==> src/rtl/mips_multicycle_core.sv <==
// Multicycle MIPS core (lw, sw, beq, j, addi, add/sub/and/or/slt) with one shared
// instruction/data port using a req/ready handshake that tolerates memory wait states.
module mips_multicycle_core #(
    parameter int          ADDR_WIDTH = 32,
    parameter logic [31:0] RESET_PC   = 32'h0000_0000,
    parameter int          DATA_WIDTH = 32
) (
    input  logic                  CLK,
    input  logic                  RST,
    output logic                  mem_req,
    output logic                  mem_we,
    output logic [ADDR_WIDTH-1:0] mem_addr,
    output logic [DATA_WIDTH-1:0] mem_wdata,
    input  logic [DATA_WIDTH-1:0] mem_rdata,
    input  logic                  mem_ready,
    output logic [ADDR_WIDTH-1:0] pc,
    output logic                  halted
);

    generate
        if (DATA_WIDTH != 32 || ADDR_WIDTH < 8 || ADDR_WIDTH > 32 || RESET_PC[1:0] != 2'b00) begin : g_bad_param
            $error("mips_multicycle_core: unsupported DATA_WIDTH/ADDR_WIDTH/RESET_PC");
        end
    endgenerate

    localparam logic [5:0] OP_RTYPE = 6'h00;
    localparam logic [5:0] OP_J     = 6'h02;
    localparam logic [5:0] OP_BEQ   = 6'h04;
    localparam logic [5:0] OP_ADDI  = 6'h08;
    localparam logic [5:0] OP_LW    = 6'h23;
    localparam logic [5:0] OP_SW    = 6'h2B;

    localparam logic [5:0] FN_ADD = 6'h20;
    localparam logic [5:0] FN_SUB = 6'h22;
    localparam logic [5:0] FN_AND = 6'h24;
    localparam logic [5:0] FN_OR  = 6'h25;
    localparam logic [5:0] FN_SLT = 6'h2A;

    typedef enum logic [3:0] {
        S_FETCH,
        S_DECODE,
        S_MEMADR,
        S_MEMRD,
        S_MEMWB,
        S_MEMWR,
        S_EXEC,
        S_ALUWB,
        S_ADDIEX,
        S_ADDIWB,
        S_BRANCH,
        S_JUMP,
        S_HALT
    } state_t;

    state_t                state_q;
    logic [ADDR_WIDTH-1:0] pc_q;
    logic [DATA_WIDTH-1:0] ir_q;
    logic [DATA_WIDTH-1:0] mdr_q;
    logic [DATA_WIDTH-1:0] a_q;
    logic [DATA_WIDTH-1:0] b_q;
    logic [DATA_WIDTH-1:0] alu_out_q;
    logic                  halted_q;
    logic [DATA_WIDTH-1:0] rf_q [0:31];

    // Instruction fields
    logic [5:0]            opcode;
    logic [4:0]            rs;
    logic [4:0]            rt;
    logic [4:0]            rd;
    logic [5:0]            funct;
    logic [DATA_WIDTH-1:0] imm_sext;
    logic [DATA_WIDTH-1:0] imm_sl2;

    assign opcode   = ir_q[31:26];
    assign rs       = ir_q[25:21];
    assign rt       = ir_q[20:16];
    assign rd       = ir_q[15:11];
    assign funct    = ir_q[5:0];
    assign imm_sext = {{16{ir_q[15]}}, ir_q[15:0]};
    assign imm_sl2  = imm_sext << 2;

    logic [DATA_WIDTH-1:0] rs_val;
    logic [DATA_WIDTH-1:0] rt_val;

    assign rs_val = (rs == 5'd0) ? '0 : rf_q[rs];
    assign rt_val = (rt == 5'd0) ? '0 : rf_q[rt];

    // ALU for R-type instructions
    logic [DATA_WIDTH-1:0] alu_result;
    logic                  funct_legal;

    always_comb begin
        alu_result  = '0;
        funct_legal = 1'b1;
        case (funct)
            FN_ADD:  alu_result = a_q + b_q;
            FN_SUB:  alu_result = a_q - b_q;
            FN_AND:  alu_result = a_q & b_q;
            FN_OR:   alu_result = a_q | b_q;
            FN_SLT:  alu_result = {{(DATA_WIDTH-1){1'b0}}, ($signed(a_q) < $signed(b_q))};
            default: funct_legal = 1'b0;
        endcase
    end

    state_t decode_next;

    always_comb begin
        decode_next = S_HALT;
        case (opcode)
            OP_LW, OP_SW: decode_next = S_MEMADR;
            OP_RTYPE:     decode_next = funct_legal ? S_EXEC : S_HALT;
            OP_BEQ:       decode_next = S_BRANCH;
            OP_ADDI:      decode_next = S_ADDIEX;
            OP_J:         decode_next = S_JUMP;
            default:      decode_next = S_HALT;
        endcase
    end

    // Narrow address spaces keep only the low bits of the 32-bit jump target.
    logic [31:0]           pc_ext;
    logic [31:0]           jump_full;
    logic [ADDR_WIDTH-1:0] jump_target;
    logic [ADDR_WIDTH-1:0] pc_plus4;

    assign pc_ext      = 32'(pc_q);
    assign jump_full   = {pc_ext[31:28], ir_q[25:0], 2'b00};
    assign jump_target = jump_full[ADDR_WIDTH-1:0];
    assign pc_plus4    = pc_q + ADDR_WIDTH'(4);

    always_ff @(posedge CLK or negedge RST) begin
        if (!RST) begin
            state_q   <= S_FETCH;
            pc_q      <= RESET_PC[ADDR_WIDTH-1:0];
            ir_q      <= '0;
            mdr_q     <= '0;
            a_q       <= '0;
            b_q       <= '0;
            alu_out_q <= '0;
            halted_q  <= 1'b0;
        end else begin
            case (state_q)
                S_FETCH: begin
                    if (mem_ready) begin
                        ir_q    <= mem_rdata;
                        pc_q    <= pc_plus4;
                        state_q <= S_DECODE;
                    end
                end
                S_DECODE: begin
                    a_q       <= rs_val;
                    b_q       <= rt_val;
                    alu_out_q <= DATA_WIDTH'(pc_q) + imm_sl2;
                    state_q   <= decode_next;
                    if (decode_next == S_HALT) begin
                        halted_q <= 1'b1;
                    end
                end
                S_MEMADR: begin
                    alu_out_q <= a_q + imm_sext;
                    state_q   <= (opcode == OP_LW) ? S_MEMRD : S_MEMWR;
                end
                S_MEMRD: begin
                    if (mem_ready) begin
                        mdr_q   <= mem_rdata;
                        state_q <= S_MEMWB;
                    end
                end
                S_MEMWB: state_q <= S_FETCH;
                S_MEMWR: begin
                    if (mem_ready) begin
                        state_q <= S_FETCH;
                    end
                end
                S_EXEC: begin
                    alu_out_q <= alu_result;
                    state_q   <= S_ALUWB;
                end
                S_ALUWB: state_q <= S_FETCH;
                S_ADDIEX: begin
                    alu_out_q <= a_q + imm_sext;
                    state_q   <= S_ADDIWB;
                end
                S_ADDIWB: state_q <= S_FETCH;
                S_BRANCH: begin
                    if (a_q == b_q) begin
                        pc_q <= alu_out_q[ADDR_WIDTH-1:0];
                    end
                    state_q <= S_FETCH;
                end
                S_JUMP: begin
                    pc_q    <= jump_target;
                    state_q <= S_FETCH;
                end
                S_HALT: halted_q <= 1'b1;
                default: begin
                    state_q  <= S_HALT;
                    halted_q <= 1'b1;
                end
            endcase
        end
    end

    // Register file write-back; r0 is never written.
    logic                  rf_we_d;
    logic [4:0]            rf_waddr_d;
    logic [DATA_WIDTH-1:0] rf_wdata_d;

    assign rf_we_d    = (state_q == S_MEMWB) || (state_q == S_ALUWB) || (state_q == S_ADDIWB);
    assign rf_waddr_d = (state_q == S_ALUWB) ? rd : rt;
    assign rf_wdata_d = (state_q == S_MEMWB) ? mdr_q : alu_out_q;

    always_ff @(posedge CLK or negedge RST) begin
        if (!RST) begin
            for (int i = 0; i < 32; i++) begin
                rf_q[i] <= '0;
            end
        end else if (rf_we_d && rf_waddr_d != 5'd0) begin
            rf_q[rf_waddr_d] <= rf_wdata_d;
        end
    end

    // Request is gated by RST so a pending access is dropped the instant reset asserts
    // and the first fetch is presented in the very cycle reset is released.
    logic req_state;

    assign req_state = (state_q == S_FETCH) || (state_q == S_MEMRD) || (state_q == S_MEMWR);
    assign mem_req   = RST & req_state;
    assign mem_we    = mem_req & (state_q == S_MEMWR);
    assign mem_addr  = !mem_req ? '0 :
                       (state_q == S_FETCH) ? pc_q : alu_out_q[ADDR_WIDTH-1:0];
    assign mem_wdata = mem_we ? b_q : '0;
    assign pc        = pc_q;
    assign halted    = halted_q;

    logic unused_bits;
    assign unused_bits = ^{ir_q[10:6], pc_ext, jump_full};

endmodule

==> config.mk <==
export PLATFORM = sky130hd
export DESIGN_NAME = mips_multicycle_core
export DESIGN_NICKNAME = d
export VERILOG_FILES = /design/src/rtl/mips_multicycle_core.sv
export SDC_FILE = /design/constraint.sdc
export NUM_CORES = 2
export LEC_CHECK = 0
export CORE_ASPECT_RATIO = 0.8
export CORE_MARGIN = 2
export CORE_UTILIZATION = 65
export CTS_BUF_LIST = sky130_fd_sc_hd__clkbuf_4 sky130_fd_sc_hd__clkbuf_8
export DETAILED_ROUTE_END_ITERATION = 8
export MAX_ROUTING_LAYER = met4
export PLACE_DENSITY = 0.83
export SETUP_SLACK_MARGIN = 0.02
export SLEW_MARGIN = 25
export SYNTH_ARGS = -nofsm -noshare
export SYNTH_HDL_FRONTEND = slang
export SYNTH_SLANG_ARGS = --single-unit
==> constraint.sdc <==
create_clock -name CLK -period 3.9 [get_ports CLK]
set_input_delay 0.78 -clock CLK [delete_from_list [all_inputs] [get_ports CLK]]
set_output_delay 0.78 -clock CLK [all_outputs]
set_load 0.01 [all_outputs]
---- Yosys cells after proc, flatten, opt, wreduce, memory -nomap -nowiden ----
Cells that the tools add are included.
storage, ports and cells
  bits of input ports ..................... 35
  flip-flop bits (word level) ............. 1221
  output and inout bits ................... 99
cells by class
  muxes and demuxes ....................... 31
  bitwise operators ....................... 10
  equality and inequality tests ........... 29
  reductions and logical operators ........ 25
  $lt $le $gt $ge ......................... 5
  add/sub/neg operators ................... 5
operators by type and width
  cell                                                              number
  1024-bit bitwise mux                                              1
  32-bit two-way mux                                                13
  32-bit binary-select mux with 5-bit select                        2
  32-bit one-hot mux with 3 select lines                            2
  32-bit demux with 5-bit select                                    1
  32-bit one-hot mux with 5 select lines                            1
  32-bit adder                                                      3
  6-bit == test (second input constant)                             7
  4-bit one-hot mux with 9 select lines                             1
  32-bit by 3-bit adder with 32-bit output (second input constant)  1
  32-bit bitwise AND                                                1
  32-bit == test                                                    1
  32-bit less-than comparator                                       1
  32-bit OR                                                         1
  32-bit subtractor                                                 1
  4-bit == test (second input constant)                             6
  4-bit one-hot mux with 5 select lines                             1
  6-bit greater-or-equal comparator (second input constant)         3
  5-bit NOT with 6-bit output                                       3
  4-bit by 3-bit == test with 1-bit output (second input constant)  4
  4-bit two-way mux                                                 4
  11-bit OR reduction                                               1
  5-bit logical NOT                                                 2
  2-bit inequality test (second input constant)                     5
  other kinds (24)                                                  39

---- Logic depth before layout (Yosys ltp) ----
  depth after elaboration ................. 8
  mapped depth ............................ 13
  depth with buffers taken out ............ 12

---- Least setup slack after synthesis ----
No wires, ideal clock.
  kind .................................... reg-to-reg
  from .................................... register ir_q[15]
  to ...................................... register alu_out_q[28]
  data required time ...................... 3.761 ns
  setup time .............................. 0.139 ns
  arrival ................................. 3.077 ns
  stages on the path, launching flop included .. 11
  path buffers ............................ 0
  slack ................................... 0.683 ns
  cell sequence ........................... dfrtp_1 -> ha_1 -> and2_0 -> a21o_1 -> a21o_1 -> a21o_1 -> a21o_1 -> a221o_1 -> or3_1 -> nand3_1 -> o2111ai_1
between the ends
  longest elaborated chain between the ends .. 2
  elaborated cells between the ends (all ways) .. 3
  classes of those cells .................. add/sub: 2; mux: 1
RTL lines
  element                                     line           source
  start: declaration                          57             logic [DATA_WIDTH-1:0] ir_q;
  start signal: assignment                    144            ir_q <= mem_rdata;
  32-bit adder, on equally long branches      159, 180, 152
  32-bit one-hot mux with 3 select lines (*)  141            case (state_q)
  end signal: assignment                      152            alu_out_q <= DATA_WIDTH'(pc_q) + imm_sl2;
  end signal: assignment                      159            alu_out_q <= a_q + imm_sext;
  end signal: assignment                      180            alu_out_q <= a_q + imm_sext;
  end: declaration                            61             logic [DATA_WIDTH-1:0] alu_out_q;
Every way passes the cells marked *; elsewhere a longest branch is shown, timed or not.
A chain may end at the register's enable or synchronous reset.

---- Final worst setup path ----
  from .................................... register state_q[0]
  to ...................................... output mem_wdata[14]
between the ends
  longest elaborated chain between the ends .. 6
  elaborated cells between the ends (all ways) .. 8
  classes of those cells .................. eq/ne: 2; mux: 1; bitwise: 2; reduce/logical: 3
RTL lines
  element                                                                        line  source
  start: declaration                                                             55    state_t state_q;
  start signal: assignment                                                       153   state_q <= decode_next;
  start signal: assignment                                                       160   state_q <= (opcode == OP_LW) ? S_MEMRD : S_MEMWR;
  4-bit by 2-bit == test with 1-bit output or 4-bit logical NOT (tied branches)  226   assign req_state = (state_q == S_FETCH) || (state_q == S_MEMRD) || (state_q == S_MEMWR);
  1-bit logical OR (2 in a row)                                                  226
  1-bit bitwise AND                                                              227   assign mem_req = RST & req_state;
  1-bit bitwise AND (*)                                                          228   assign mem_we = mem_req & (state_q == S_MEMWR);
  32-bit two-way mux (*)                                                         231   assign mem_wdata = mem_we ? b_q : '0;
  end: declaration                                                               13    output logic [DATA_WIDTH-1:0] mem_wdata,
Marked as above.

==> results.py <==
metrics = {
    "run_status": {
        "outcome": "completed",
    },
    "global_routing": {
        "antenna_found_initial": 6,
        "grt_pass1_wl_um": 366000,
        "grt_max_degree": 188,
        "grtUsageTotal": 0.462,
        "overflow": 0,
        "grt_pass1_vias": 58500,
    },
    "yosys": {
        "synth_top_cell_by_area": "dfrtp_1",
        "yosys.area_share.xor_xnor": 0.00943,
        "yosysSeqAreaShare": 0.439,
        "synthArstFlopShare": 1.00,
        "yosys.area_share.simple": 0.110,
        "yosys.area_share.adder": 0.0306,
        "synthCells": 6646,
        "avgSynthCellArea_um2": 10.5,
        "ys_warn_count": 0,
        "synth.most_common_cell": "dfrtp_1",
        "synth_top_family_by_area": "multiplexers",
        "synth_edf_count": 0,
        "synth.distinct_cells": 99,
        "synth.area.top_cells": "dfrtp_1 (44%), mux4_2 (18%), o21ai_0 (6.2%)",
        "syn_nets": 6849,
        "synth-compound-area-share": 0.152,
        "post_synth_instance_area_um2": 69600,
        "synth_top_area_share": 0.439,
        "synth_common_cells": "dfrtp_1 (1221), nand2_1 (980), o21ai_0 (865)",
        "synth_mux_area_frac": 0.216,
        "synth_ff_type": "dfrtp_1",
        "ys_ff_latch": 1221,
    },
    "placement": {
        "portBuffers": 133,
        "dp_cells": 7845,
        "place_hpwl_um": 157000,
        "gp_congestion": 1.05,
    },
    "clock_network": {
        "cts_made_buffers": 189,
        "htree_levels": 4,
        "clkTransAtPathRegs_ns": 0.07,
        "cts.sinks": 1221,
        "clkLatencyLatePin_ns": 0.96,
        "clk_path_buf_depth": 3,
        "cts_root_buf": "clkbuf_8",
        "cts_tree": "done",
    },
    "layout": {
        "finalNonFillerCells": 8204,
        "drive_gt1_frac": 0.206,
        "area_growth_pct": 11.5,
        "fillers": 7059,
        "nNetsFinal": 6840,
    },
    "die": {
        "die_area_um2": 110000,
        "core_area_um2": 106000,
        "rows": 107,
        "die_x_um": 370,
        "pin_count": 134,
        "die_h_um": 297,
        "initial_utilization": 0.655,
    },
    "timing": {
        "rsz0062_at_grt": "no",
        "timing.final.crit_share": 0.987,
        "fin_crit_ns": 3.85,
        "drv_slew": 0,
        "hold_viol_final": 0,
        "finalSetupViolCount": 0,
        "worst-slew-pin-transition_ns": 1.13,
        "finClkSkew_ns": 0.0553,
        "fmax_mhz": 260,
        "setup_tns_ns": 0,
        "slew_headroom": 0.237,
    },
    "run": {
        "drv_cap": 0,
    },
    "route": {
        "drc_errors": 0,
        "wl_per_cell_um": 29.8,
        "final_antenna_net_count": 0,
        "drt_wl_total_um": 245000,
        "vias": 59200,
        "first_iter_violations": 8903,
        "firstDrtPassIters": 9,
        "drt-vias-per-instance": 7.21,
    },
    "worst_setup_path": {
        "crit_buf_inv": 2,
        "path_cells": "nor2b_2 -> and3_2 -> buf_12 -> and2_1 -> clkdlybuf4s50_1",
        "critPathArrivalTime_ns": 3.07,
        "cp_slowest_cell": "clkdlybuf4s50_1",
        "required_ns": 3.12,
        "crit_path_max_fanout": 30,
        "critPathLaunchType": "register",
        "cp_slowest_stage_delay_ns": 0.60,
        "critical_path_class": "reg -> out",
        "crit_family": "buffers and inverters",
        "cp-end-kind": "output pin",
    },
    "hold_path": {
        "min_path_type": "in -> async",
    },
    "power": {
        "p_per_area_nw_per_um2": 905,
        "power_leakage_nw": 33.7,
        "peakVddDrop_mv": 0.898,
    },
}
-- worst reg2reg max path, delay by kind of cell (launching register included) --
| family | cells | cell delay [ns] |
|---|---|---|
| buffers and inverters | 1 | 0.25 |
| XOR/XNOR | 1 | 0.34 |
| AO/OA/AOI/OAI | 7 | 1.89 |
| flip-flops | 1 | 0.53 |
| AND/OR/NAND/NOR | 1 | 0.30 |
| adder cells (fa/ha/maj) | 1 | 0.34 |
-- per-stage QoR --
stage / cell area, um^2 / worst slack [ns] / hold WS [ns] / utilization / power [W]
2_1_floorplan: 69600 / 0.683 / 0.441 / - / 0.0442
3_3_place_gp: 73200 / 0.400 / 0.376 / 0.689 / 0.0553
3_5_place_dp: 73200 / 0.388 / 0.387 / 0.689 / 0.0567
4_1_cts: 77600 / 0.0209 / 0.269 / 0.730 / 0.0689
5_1_grt: 77700 / 0.0319 / 0.304 / 0.731 / 0.0733
6_report: 77700 / 0.0510 / 0.306 / 0.731 / 0.0703
-- flip-flops by register name (all words and copies together), names as in the netlist --
name / flops
rf_q: 1024
a_q: 32
alu_out_q: 32
b_q: 32
ir_q: 32
mdr_q: 32
pc: 32
state_q: 4
halted: 1
-- logic make-up after synthesis --
family / Yosys count
AOI/OAI and AO/OA: 1839
xor gates and xnor gates: 75
adders and majority gates: 168
buffers and inverters: 740
DFF: 1221
muxes: 790
and+or+nand+nor: 1813
-- final timing paths --
| path | startpoint | end | slack [ns] | cells past startpoint |
|---|---|---|---|---|
| setup / recovery | state_q[0] | mem_wdata[14] | 0.05 | 5 |
| hold / removal | RST | a_q[25] | 0.31 | 2 |
| setup reg to reg | ir_q[1] | alu_out_q[25] | 0.15 | 11 |
| hold reg to reg | rf_q[995] | rf_q[995] | 0.40 | 0 |
| max in group asynchronous | RST | rf_q[870] | 1.43 | 4 |
| min in group CLK | rf_q[995] | rf_q[995] | 0.40 | 0 |
-- where the power goes --
| part | internal, W | switching (W) | leakage [nW] |
|---|---|---|---|
| Sequential | 0.0175 | 0.00504 | 16.3 |
| Combinational | 0.0153 | 0.0205 | 15.2 |
| Clock | 0.00646 | 0.00558 | 2.20 |
| Total | 0.0392 | 0.0311 | 33.7 |
-- routing by layer --
| metal | vias up | global-route usage | wire (um) |
|---|---|---|---|
| met5 | - | - | 0 |
| met4 | 0 | 0.245 | 15200 |
| met3 | 1078 | 0.169 | 37200 |
| met2 | 4774 | 0.612 | 103000 |
| met1 | 29100 | 0.622 | 89000 |
| li1 | 24200 | - | - |
-- placed cells by master, fill, tap and decap left out, types with 42 or more instances in the layout --
cell / instances
buf_12: 63
inv_1: 124
mux4_2: 562
ha_1: 164
nand2_1: 962
xnor2_1: 45
nor3_1: 50
clkdlybuf4s50_1: 99
o21ai_0: 865
a21oi_1: 499
dfrtp_1: 1205
clkbuf_8: 235
clkbuf_4: 52
o22ai_1: 80
nand3_1: 44
and2_1: 42
buf_4: 210
nor2_1: 511
a221oi_1: 50
mux2_2: 69
mux2i_1: 126
-- area by class of cell --
type,count,area [um^2],area share
flip-flops and latches,1221,30600,0.394
inverters,125,472,0.00607
multi-input cells,4689,36400,0.469
clock buffers,287,3620,0.0467
clock inverters,50,559,0.00720
diodes,4,10.0,0.000129
repair buffers,411,4220,0.0544
well taps,1417,1770,0.0228
-- repair_timing --
| item | in CTS | in global routing |
|---|---|---|
| gates resized for setup | 45 | 10 |
| hold endpoints to repair | 20 | 0 |
| gates cloned | 5 | 0 |
| pin swaps | 5 | 1 |
| setup buffers | 11 | 0 |
| hold buffers | 1 | 0 |
| setup endpoints to repair | 63 | 21 |
No activity file was read; power rests on OpenSTA's default activity.
